==> src/rtl/wb_pkg.sv <==
`default_nettype none
// ============================================================================
//  Module      : wb_pkg
//  Description : Shared types and constants for the MEM/WB writeback stage:
//                result-source encoding, load funct3 codes, and the
//                stage-register layout.
//  Revision    : 1.0  initial release
// ============================================================================
package wb_pkg;

  localparam int WB_DATA_W = 32;
  localparam int WB_ADDR_W = 5;

  // Result-source select; 2'b11 is reserved and behaves like RES_ALU
  typedef enum logic [1:0] {
    RES_ALU  = 2'b00,
    RES_LOAD = 2'b01,
    RES_PC4  = 2'b10
  } result_src_e;

  // Load funct3 encodings
  localparam logic [2:0] F3_LB  = 3'b000;
  localparam logic [2:0] F3_LH  = 3'b001;
  localparam logic [2:0] F3_LW  = 3'b010;
  localparam logic [2:0] F3_LBU = 3'b100;
  localparam logic [2:0] F3_LHU = 3'b101;

  // result_src is kept as raw bits so the reserved code can be held as-is
  typedef struct packed {
    logic                 valid;
    logic                 reg_write;
    logic [WB_ADDR_W-1:0] rd;
    logic [1:0]           result_src;
    logic [2:0]           funct3;
    logic [WB_DATA_W-1:0] alu_result;
    logic [WB_DATA_W-1:0] pc_plus4;
    logic [WB_DATA_W-1:0] read_data;
    logic                 fresh;
  } wb_stage_t;

endpackage
`default_nettype wire

==> src/rtl/load_extend.sv <==
`default_nettype none
// ============================================================================
//  Module      : load_extend
//  Description : Combinational load aligner. Picks the byte/half/word at the
//                effective-address offset from the raw memory word, applies
//                sign or zero extension, and flags misaligned or undefined
//                load encodings.
//  Revision    : 1.0  initial release
// ============================================================================
module load_extend
  import wb_pkg::*;
(
  input  logic [WB_DATA_W-1:0] raw,
  input  logic [1:0]           offset,
  input  logic [2:0]           funct3,
  output logic [WB_DATA_W-1:0] data,
  output logic                 fault
);

  logic [7:0]  sel_byte;
  logic [15:0] sel_half;

  // Lane select: byte by full offset, half by offset[1]
  always_comb begin
    sel_byte = raw[7:0];
    case (offset)
      2'd0: sel_byte = raw[7:0];
      2'd1: sel_byte = raw[15:8];
      2'd2: sel_byte = raw[23:16];
      2'd3: sel_byte = raw[31:24];
      default: sel_byte = raw[7:0];
    endcase
    sel_half = offset[1] ? raw[31:16] : raw[15:0];
  end

  // Extension and alignment check; undefined funct3 codes always fault
  always_comb begin
    data  = '0;
    fault = 1'b0;
    case (funct3)
      F3_LB: begin
        data = {{(WB_DATA_W-8){sel_byte[7]}}, sel_byte};
      end
      F3_LBU: begin
        data = {{(WB_DATA_W-8){1'b0}}, sel_byte};
      end
      F3_LH: begin
        data  = {{(WB_DATA_W-16){sel_half[15]}}, sel_half};
        fault = offset[0];
      end
      F3_LHU: begin
        data  = {{(WB_DATA_W-16){1'b0}}, sel_half};
        fault = offset[0];
      end
      F3_LW: begin
        data  = raw;
        fault = (offset != 2'b00);
      end
      default: begin
        fault = 1'b1;
      end
    endcase
  end

endmodule
`default_nettype wire

==> src/rtl/writeback_stage.sv <==
`default_nettype none
// ============================================================================
//  Module      : writeback_stage
//  Description : MEM/WB pipeline register plus result select. Holds one
//                memory-stage result, produces the register-file write port
//                (AD3/WE3/WD3), forwarding data, a load-fault pulse and the
//                retired-instruction counter.
//  Revision    : 1.0  initial release
// ============================================================================
module writeback_stage
  import wb_pkg::*;
#(
  parameter int DATA_W = WB_DATA_W,
  parameter int ADDR_W = WB_ADDR_W
) (
  input  logic              clk,
  input  logic              rst,
  input  logic              stall_i,
  input  logic              flush_i,
  input  logic              m_valid,
  input  logic              m_reg_write,
  input  logic [ADDR_W-1:0] m_rd,
  input  logic [1:0]        m_result_src,
  input  logic [2:0]        m_funct3,
  input  logic [DATA_W-1:0] m_alu_result,
  input  logic [DATA_W-1:0] m_pc_plus4,
  input  logic [DATA_W-1:0] m_read_data,
  output logic [ADDR_W-1:0] AD3,
  output logic              WE3,
  output logic [DATA_W-1:0] WD3,
  output logic [ADDR_W-1:0] wb_rd,
  output logic              wb_fwd_valid,
  output logic              load_fault,
  output logic [31:0]       instret
);

  wb_stage_t         stage;
  logic [31:0]       retired;
  logic [DATA_W-1:0] load_data;
  logic              load_bad;
  logic              is_load;
  logic              fault;
  logic              writes_rd;
  logic              first_cycle;

  load_extend u_load_extend (
    .raw    (stage.read_data),
    .offset (stage.alu_result[1:0]),
    .funct3 (stage.funct3),
    .data   (load_data),
    .fault  (load_bad)
  );

  // Stage register: flush beats stall; a stall keeps the entry but marks it
  // as already seen so it cannot write or retire twice
  always_ff @(posedge clk or posedge rst) begin
    if (rst) begin
      stage <= '0;
    end else if (stall_i) begin
      stage.valid <= stage.valid & ~flush_i;
      stage.fresh <= 1'b0;
    end else begin
      stage.valid      <= m_valid & ~flush_i;
      stage.fresh      <= ~flush_i;
      stage.reg_write  <= m_reg_write;
      stage.rd         <= m_rd;
      stage.result_src <= m_result_src;
      stage.funct3     <= m_funct3;
      stage.alu_result <= m_alu_result;
      stage.pc_plus4   <= m_pc_plus4;
      stage.read_data  <= m_read_data;
    end
  end

  // Decode the held entry: fault only applies to loads
  always_comb begin
    is_load     = (stage.result_src == RES_LOAD);
    fault       = is_load & load_bad;
    first_cycle = stage.valid & stage.fresh;
    writes_rd   = stage.valid & stage.reg_write & (stage.rd != '0) & ~fault;
  end

  // Result select; reserved result_src falls through to the ALU value
  always_comb begin
    case (stage.result_src)
      RES_LOAD: WD3 = load_data;
      RES_PC4:  WD3 = stage.pc_plus4;
      default:  WD3 = stage.alu_result;
    endcase
  end

  // Write port and forwarding; forwarding stays up across stalls
  always_comb begin
    AD3          = stage.rd;
    wb_rd        = stage.rd;
    WE3          = writes_rd & stage.fresh;
    wb_fwd_valid = writes_rd;
    load_fault   = first_cycle & fault;
    instret      = retired;
  end

  // Retire counter: one count per entry, on its first cycle, unless faulted
  always_ff @(posedge clk or posedge rst) begin
    if (rst) begin
      retired <= '0;
    end else if (first_cycle & ~fault) begin
      retired <= retired + 32'd1;
    end
  end

endmodule
`default_nettype wire

==> config.mk <==
export PLATFORM = sky130hd
export DESIGN_NAME = writeback_stage
export DESIGN_NICKNAME = d
export VERILOG_FILES = /design/src/rtl/wb_pkg.sv /design/src/rtl/load_extend.sv /design/src/rtl/writeback_stage.sv
export SDC_FILE = /design/constraint.sdc
export NUM_CORES = 1
export LEC_CHECK = 0
export CORE_MARGIN = 1
export CORE_UTILIZATION = 49
export DETAILED_ROUTE_END_ITERATION = 8
export PLACE_DENSITY = 0.81
export SETUP_SLACK_MARGIN = 0.2
export SYNTH_ARGS = -nofsm -noshare
export SYNTH_HDL_FRONTEND = slang
export SYNTH_SLANG_ARGS = --single-unit
==> constraint.sdc <==
create_clock -name clk -period 6.4 [get_ports clk]
set_input_delay 1.6 -clock clk [delete_from_list [all_inputs] [get_ports clk]]
set_output_delay 1.6 -clock clk [all_outputs]
set_load 0.1 [all_outputs]
==> flow_summary.yaml, run 1 <==
sta:
  rsz0062_at_grt: "false"
  finClkSkew_ps: 7.74
  max_freq_ghz: 0.182
  holdWs_ps: 482
  hold_violations: 0
  finalSetupViolCount: 0
  slew_violations: 0
  tightest_slew_ps: 999
  maxSlewHeadroom_pct: 33.2
  totalNegativeSetupSlack_ps: 0
  fin_ws_ps: 905
  period_needed_ps: 5500
  fin_crit_sh_pct: 85.9
global_routing:
  grt_first_pass_wirelength_um: 28500
  antenna_found_initial: 0
  grt_pass1_vias: 5449
  grt_max_degree: 99
  overflow: 0
  grt.total_usage_pct: 25.6
synthesis:
  avgSynthCellArea_um2: 11.5
  ys_warn_count: 0
  syn-instance-count: 598
  synth_fp_nets: 713
  synth_top_area_share_pct: 51.2
  synth_edf_count: 0
  synth.yosys.seq_area_share_pct: 51.2
  ys_types: 45
  synth_area_um2: 6890
  synth.most_common_cell: "dfrtp_1"
  synth_flop_cell: "dfrtp_1"
  synth_area_leader_cell: "dfrtp_1"
  synth_area_leaders: "dfrtp_1 51%, mux2_2 18%, a21oi_1 3.3%, nand2_1 3.1%, o221ai_1 2.9%"
  synth-seq-cells: 141
  synth-async-reset-ratio_pct: 100
  netlist_top_cells_count: "141 x dfrtp_1, 108 x mux2_2, 57 x nand2_1, 46 x a21oi_1"
place:
  place.port_buffers: 188
  post-place-ws_ps: 1320
  place_congestion: 0.866
  dp_hpwl_um: 12900
  place_area_um2: 8760
cells_and_area:
  final_nets: 879
  diodes: 0
  syn_to_final_growth_pct: 35.6
  design_area_um2: 9340
  drive_above_1_share_pct: 21.6
die:
  start_util_pct: 51.2
  rows: 42
  die_w_um: 121
  core-area_um2: 13500
  io_pins: 189
  die_h_um: 121
  die_area_um2: 14500
routing:
  dr.pass1.iters: 5
  drt_wl_total_um: 17800
  wl_per_cell_um: 18.7
  drt_iter0_drc: 306
  ant_nets: 0
  vias: 5347
  drc_errors: 0
  via_per_inst: 5.62
run:
  maxCapViolCount: 0
critical_path:
  r2r_start: "stage[97]"
  startpoint_type: "register"
  startpoint: "stage[66]"
  cp.depth: 6
  cp_data_required_time_ps: 4800
  slowest_delay_ps: 1190
  ff2ff_path_depth: 5
  crit_path_end_kind: "primary output"
  path_cells: "nand2_1, nor2_1, a22o_1, a211oi_1, o31ai_1, clkdlybuf4s50_1"
  crit_arrival_ps: 3900
  r2r_slack_ps: 4270
  path_class: "reg2out"
  worstPathMaxFanout: 19
  crit_buf_inv: 1
  timing.rr.end: "instret[17]"
  critPathSlowestCell: "clkdlybuf4s50_1"
  cp_top_family: "buffers and inverters"
  crit_end: "WD3[11]"
clocking:
  clock-sinks: 141
  postCtsSetupRepairBufs: 0
  root_buffer: "clkbuf_16"
  post_cts_resized: 0
  insertion_delay_ps: 410
  clockBufferDepth: 2
  cts_inserted_buffers: 17
  cts_tree: "done"
  hold_buffers: 0
  htreeDepth: 4
  path_clk_slew_ps: 60
power_and_ir_drop:
  power_density_nw_per_um2: 317
  peakVddDrop_mv: 0.206
  cellLeakagePower_nw: 3.82
worst_hold_path:
  hold_path_class: "reg2reg"
run_status:
  status: "complete, no violations"
[flip-flops by register name (all words and copies together) (netlist names)]
name	cells
instret	32
stage	104
AD3	5
[report_power, final]
part | leakage [nW] | internal, mW | total, mW | switching (mW)
clock network | 0.274 | 0.589 | 0.950 | 0.361
logic | 1.83 | 0.292 | 0.960 | 0.668
registers | 1.72 | 0.970 | 1.05 | 0.0763
[worst register-to-register path, cell delays in order (launching register included)]
cell	delay, ps
dfrtp_1	470
or2_1	370
o311ai_2	520
nand4_1	320
nor2_1	220
xor2_1	160
[layout make-up]
type,instances,area (um^2)
multi-input combinational,403,3100
clock buffer,20,457
fill,1025,4110
tap,176,220
timing repair buffer,193,1880
sequential,141,3530
clock inverter,11,119
inverter,8,35.0
[cell families after synthesis]
logic type,count (synthesis),synth area share [%]
AO/OA/AOI/OAI,112,11.3
XOR/XNOR,31,3.94
adder cells (fa/ha/maj),3,0.545
buffers and inverters,54,3.78
flip-flops,141,51.2
multiplexers,118,19.3
AND/OR/NAND/NOR,139,9.90
[cells in the final DEF (no fill, tap or decap), drive strengths merged, types with 8 or more instances in the layout]
master and n:
a211oi 8, clkbuf 20, a21oi 46, xnor2 23, mux2 108, dfrtp 141, o31ai 8, clkdlybuf4s50 171
inv 8, nand3 11, mux2i 9, buf 22, nand2 57, xor2 8, nor2b 8, nor2 28
nand4 13, o221ai 23
[worst min-delay path by stage]
stage | from | depth (start not counted) | endpoint | slack, ps
6_report | instret[31] | 1 | instret[31] | 480
5_1_grt | instret[12] | 1 | instret[12] | 500
4_1_cts | instret[31] | 1 | instret[31] | 490
3_5_place_dp | instret[31] | 1 | instret[31] | 470
3_3_place_gp | instret[31] | 1 | instret[31] | 460
2_1_floorplan | stage[107] | 1 | stage[107] | 470
[stage by stage]
stage	power (mW)	utilization (%)	instances
after detailed placement	2.02	65.2	921
final	2.96	69.4	952
after CTS	2.97	69.4	952
after floorplan	1.76	-	598
after global placement	2.00	65.2	921
after global routing	3.06	69.4	952
[metal layers]
metal / global-route usage, % / vias to the layer above / routed length [um]
met3: 5.42 / 31 / 1000
met1: 35.3 / 2641 / 8020
met4: 9.41 / 0 / 408
met5: 0 / - / 0
met2: 39.8 / 195 / 8410
li1: - / 2480 / -
Note: power is estimated with default switching activity, not from simulation.
==> run 2: changes to the inputs <==
SYNTH_HIERARCHICAL = 1   (was unset)
==> run 2 against run 1 <==
Fmax shrank 2.4%. Routed wire length grew 3.8%. Die area grew 1.6%. First-iteration DRC count grew 30%. Clock skew is essentially flat. Flip-flop and latch count is the same. Via count grew 0.49%. Area after synthesis grew 1.7%.
==> flow_summary.yaml, run 2 <==
power_and_ir_drop:
  power_switching_mw: 1.08
  p_int_mw: 1.89
  power_density_nw_per_um2: 314
  power_frac_seq_pct: 35.3
  p_clk_share_pct: 32.8
  cellLeakagePower_nw: 3.87
  comb_power_share_pct: 31.8
  swShare_pct: 36.5
  peakVddDrop_mv: 0.172
clocking:
  cts_inserted_buffers: 17
  hold_buffers: 0
  postCtsSetupRepairBufs: 0
  path_clk_slew_ps: 60
  post_cts_resized: 0
  clock-sinks: 141
  root_buffer: "clkbuf_16"
  clockBufferDepth: 2
  htreeDepth: 4
  cts_tree: "done"
  insertion_delay_ps: 420
critical_path:
  crit_arrival_ps: 4030
  r2r_slack_ps: 3680
  ff2ff_path_depth: 8
  crit_path_end_kind: "primary output"
  startpoint_type: "register"
  worstPathMaxFanout: 30
  cp_data_required_time_ps: 4800
  path_class: "reg2out"
worst_hold_path:
  hold_depth: 1
  hold_path_class: "reg2reg"
synthesis:
  synth_fp_nets: 719
  ys_types: 42
  synthAdderAreaFrac_pct: 0.536
  synth_edf_count: 0
  synth-seq-cells: 141
  syn-instance-count: 604
  synth-async-reset-ratio_pct: 100
  yosys.area_share.simple_pct: 9.66
  ys_warn_count: 6
  synth.yosys.seq_area_share_pct: 50.4
  synth_top_area_share_pct: 50.4
  synth_area_leaders: "dfrtp_1 50%, mux2_2 20%, a22oi_1 4.3%, nand2_1 3.7%, o21ai_0 3.4%"
  synth.most_common_cell: "dfrtp_1"
  synth_flop_cell: "dfrtp_1"
  synth_area_leader_cell: "dfrtp_1"
  avgSynthCellArea_um2: 11.6
  synth_compound_area_share_pct: 10.4
  netlist_top_cells_count: "141 x dfrtp_1, 123 x mux2_2, 69 x nand2_1, 48 x o21ai_0, 40 x a22oi_1"
  synthXorXnorAreaFrac_pct: 3.98
  synth_area_um2: 7000
  synthMuxAreaShare_pct: 21.1
  synth_top_family_by_area: "multiplexers"
cells_and_area:
  layout_commonest_cell: "clkdlybuf4s50_1"
  drive_above_1_share_pct: 22.3
  most-common-layout-cells: "187 x clkdlybuf4s50_1, 141 x dfrtp_1, 123 x mux2_2"
  syn_to_final_growth_pct: 35.2
  largest_reg_flops: 104
  largest-register: "stage"
  diodes: 0
  final_nets: 878
sta:
  finalSetupViolCount: 0
  hold_violations: 0
  maxSlewHeadroom_pct: 31.9
  max_freq_ghz: 0.178
  rsz0062_at_grt: "false"
  finClkSkew_ps: 7.77
  slew_violations: 0
  totalNegativeSetupSlack_ps: 0
  period_needed_ps: 5630
  tightest_slew_ps: 1020
  holdWs_ps: 493
  fin_crit_sh_pct: 87.9
die:
  core-area_um2: 13900
  die_w_um: 122
  rows: 43
  die_h_um: 122
  die_area_um2: 14800
  start_util_pct: 50.3
  io_pins: 189
global_routing:
  grt.total_usage_pct: 26.2
  antenna_found_initial: 0
  overflow: 0
  grt_max_degree: 87
  grt_first_pass_wirelength_um: 28800
  grt_pass1_vias: 5537
run_status:
  status: "complete, no violations"
routing:
  drt_wl_total_um: 18500
  ant_nets: 0
  drc_errors: 0
  dr.pass1.iters: 5
  vias: 5373
  via_per_inst: 5.63
  wl_per_cell_um: 19.4
  drt_iter0_drc: 397
place:
  place_congestion: 0.855
  place.port_buffers: 188
  dp_hpwl_um: 13300
run:
  maxCapViolCount: 0
-- run 2: changes by cell type after synthesis, sizes merged, moves of 7 or more --
cell / change
a211oi: +8
nor2: -18
o21a: -7
mux2: +16
o221ai: -23
a21oi: -44
nand2: +12
o21ai: +45
a22oi: +41
nand4: -8
a22o: -7
o31ai: -8
-- run 2: cells by family after synthesis --
group	after synthesis
buffers and inverters	55
xor gates and xnor gates	31
and+or+nand+nor	132
muxes	132
adders and majority gates	3
DFF	141
AOI/OAI and AO/OA	110
-- run 2: worst paths after layout --
kind | start | to
max | stage[98] | WD3[10]
min reg2reg | instret[31] | instret[31]
max reg2reg | stage[99] | instret[18]
max in group asynchronous | rst | stage[10]
min in group asynchronous | rst | instret[26]
min | instret[31] | instret[31]
-- run 2: per-layer routing --
metal  part of all wire (%)  wire (um)  track usage, %  vias up
li1                       -          -               -     2466
met2                     53       9770            46.5      199
met4                    2.7        501            11.0        0
met1                     39       7150            30.2     2673
met5                      0          0               0        -
met3                    5.9       1090            6.27       35
-- run 2: area by class of cell --
| cell class | count | area (um^2) |
|---|---|---|
| clock buffer | 25 | 505 |
| clock inverter | 6 | 82.6 |
| fill | 1024 | 4470 |
| inverter | 4 | 20.0 |
| multi-input combinational | 408 | 3210 |
| sequential | 141 | 3530 |
| tap | 180 | 225 |
| timing repair buffer | 191 | 1900 |
-- run 2: metrics by stage --
stage	power (mW)	area, um^2	cells	utilization (%)	setup WS [ps]
2_1_floorplan	1.75	7000	604	-	1010
3_3_place_gp	1.99	8880	924	63.7	1320
3_5_place_dp	2.01	8880	924	63.7	1270
4_1_cts	2.98	9470	955	68.0	818
5_1_grt	3.08	9470	955	68.0	530
6_report	2.97	9470	955	68.0	772
-- run 2: power by group through the flow --
| stage | logic, mW | clock network [mW] | registers [mW] |
|---|---|---|---|
| floorplan | 0.655 | 0 | 1.09 |
| global placement | 0.933 | 0 | 1.06 |
| detailed placement | 0.944 | 0 | 1.06 |
| CTS | 0.949 | 0.987 | 1.05 |
| global route | 0.991 | 1.03 | 1.06 |
| finish | 0.945 | 0.974 | 1.05 |
-- run 2: worst max-delay path, cell delays in order, from the launching register on --
cell and delay [ps]:
dfrtp_1 870, nor3b_2 930, a22oi_1 220, o21ai_0 130, a22oi_1 90, o21ai_0 190
clkdlybuf4s50_1 1170
==> run 3: changes to the inputs <==
MAX_ROUTING_LAYER = met4   (was unset)
==> run 3 against run 2 <==
Final area rose by 0.83%. Register-to-register slack gained 90 ps. Power rose by 4.3%. Count of clock-buffer cells in the layout decreased by 4. Hold slack worse by 15 ps. Combinational power rose by 0.4%. Fmax shrank 1.8%. Via count is 1.4% higher. Critical endpoint is now WD3[15].
==> flow_summary.yaml, run 3 (same netlist as run 2, synthesis figures left out) <==
routing:
  dr.pass1.iters: 5
  drt_wl_total_um: 18700
  vias: 5447
  wl_per_cell_um: 19.6
  drt_iter0_drc: 369
  drc_errors: 0
  via_per_inst: 5.70
  ant_nets: 0
cells_and_area:
  diodes: 0
  final_nets: 878
  fin_util_pct: 68.5
  layout_commonest_cell: "clkdlybuf4s50_1"
  largest_reg_flops: 104
  design_area_um2: 9550
  most-common-layout-cells: "187 x clkdlybuf4s50_1, 141 x dfrtp_1, 123 x mux2_2"
  largest-register: "stage"
  drive_above_1_share_pct: 22.8
  syn_to_final_growth_pct: 36.3
  fillerInstances: 998
  fin_cells: 956
clocking:
  post_cts_resized: 0
  cts_inserted_buffers: 17
  htreeDepth: 4
  root_buffer: "clkbuf_16"
  insertion_delay_ps: 420
  path_clk_slew_ps: 50
  postCtsSetupRepairBufs: 0
  cts_tree: "done"
  clockBufferDepth: 2
  clock-sinks: 141
  hold_buffers: 0
sta:
  rsz0062_at_grt: "false"
  finClkSkew_ps: 4.40
  slew_violations: 0
  totalNegativeSetupSlack_ps: 0
  tightest_slew_ps: 1040
  hold_violations: 0
  finalSetupViolCount: 0
  fin_crit_sh_pct: 89.5
  maxSlewHeadroom_pct: 30.2
  max_freq_ghz: 0.175
  fin_ws_ps: 671
  period_needed_ps: 5730
run_status:
  status: "complete, no violations"
die:
  io_pins: 189
  die_h_um: 122
  rows: 43
  die_area_um2: 14800
  core-area_um2: 13900
  die_w_um: 122
  start_util_pct: 50.3
place:
  place_area_um2: 8880
  dp.cells: 924
  place_congestion: 0.872
  post-place-ws_ps: 1200
  place.port_buffers: 188
  dp_hpwl_um: 13500
global_routing:
  grt_pass1_vias: 5606
  grt_first_pass_wirelength_um: 29300
  antenna_found_initial: 0
  grt.total_usage_pct: 27.4
  grt_max_degree: 87
  overflow: 0
critical_path:
  critPathSlowestCell: "clkdlybuf4s50_1"
  worstPathMaxFanout: 30
  path_class: "reg2out"
  path_cells: "nor3b_2, a22oi_1, o21ai_0, a22oi_1, o21ai_0, clkdlybuf4s50_1"
  crit_arrival_ps: 4130
  slowest_delay_ps: 1170
  crit_buf_inv: 1
  startpoint_type: "register"
  r2r_slack_ps: 3770
  cp_top_family: "buffers and inverters"
  crit_path_end_kind: "primary output"
  cp_data_required_time_ps: 4800
power_and_ir_drop:
  cellLeakagePower_nw: 3.91
  p_clk_share_pct: 35.4
  power_switching_mw: 1.10
  power_frac_seq_pct: 33.9
  peakVddDrop_mv: 0.203
  p_int_mw: 2.00
  power_density_nw_per_um2: 324
  swShare_pct: 35.5
  comb_power_share_pct: 30.7
worst_hold_path:
  hold_path_class: "reg2reg"
run:
  maxCapViolCount: 0
==> run 3: cell count changes in the layout (fill, tap and decap cells not counted) <==
| cell | previous run | this run |
|---|---|---|
| clkinv_4 | 0 | 1 |
| clkbuf_8 | 5 | 4 |
| bufinv_16 | 2 | 5 |
| clkinv_2 | 3 | 4 |
| clkbuf_1 | 3 | 0 |
==> run 3: area by class of cell <==
cell class | instances | area [um^2] | area share [%]
clock buffer | 21 | 480 | 5.03
clock inverter | 11 | 186 | 1.95
inverter | 4 | 20.0 | 0.210
multi-input combinational | 408 | 3210 | 33.6
sequential | 141 | 3530 | 37.0
tap | 180 | 225 | 2.36
timing repair buffer | 191 | 1900 | 19.9
==> run 3: worst paths after layout <==
check | endpoint | depth (start not counted) | start
hold / removal | instret[31] | 1 | instret[31]
setup / recovery | WD3[15] | 6 | stage[98]
hold reg to reg | instret[31] | 1 | instret[31]
max in group asynchronous | stage[14] | 3 | rst
min in group asynchronous | instret[27] | 2 | rst
setup reg to reg | instret[18] | 8 | stage[99]
==> run 3: metrics by stage <==
step / hold slack [ps] / total power [mW]
global placement: 458 / 1.99
floorplan: 478 / 1.75
detailed placement: 476 / 2.01
finish: 478 / 3.10
global route: 514 / 3.20
CTS: 487 / 3.11
==> run 3: power by group through the flow <==
| stage | Combinational [mW] | Clock [mW] | Sequential (mW) |
|---|---|---|---|
| after floorplan | 0.655 | 0 | 1.09 |
| after global placement | 0.934 | 0 | 1.06 |
| after detailed placement | 0.945 | 0 | 1.06 |
| after CTS | 0.951 | 1.11 | 1.05 |
| after global routing | 0.991 | 1.15 | 1.06 |
| final | 0.949 | 1.10 | 1.05 |
==> run 3: layer usage <==
metal  GRT usage (%)  up-vias  part of all wire, %
met5               -        -                    0
met2            46.7      200                   52
met3            5.81       41                  4.7
met4            11.4        0                  3.0
met1            31.2     2732                   40
li1                -     2474                    -
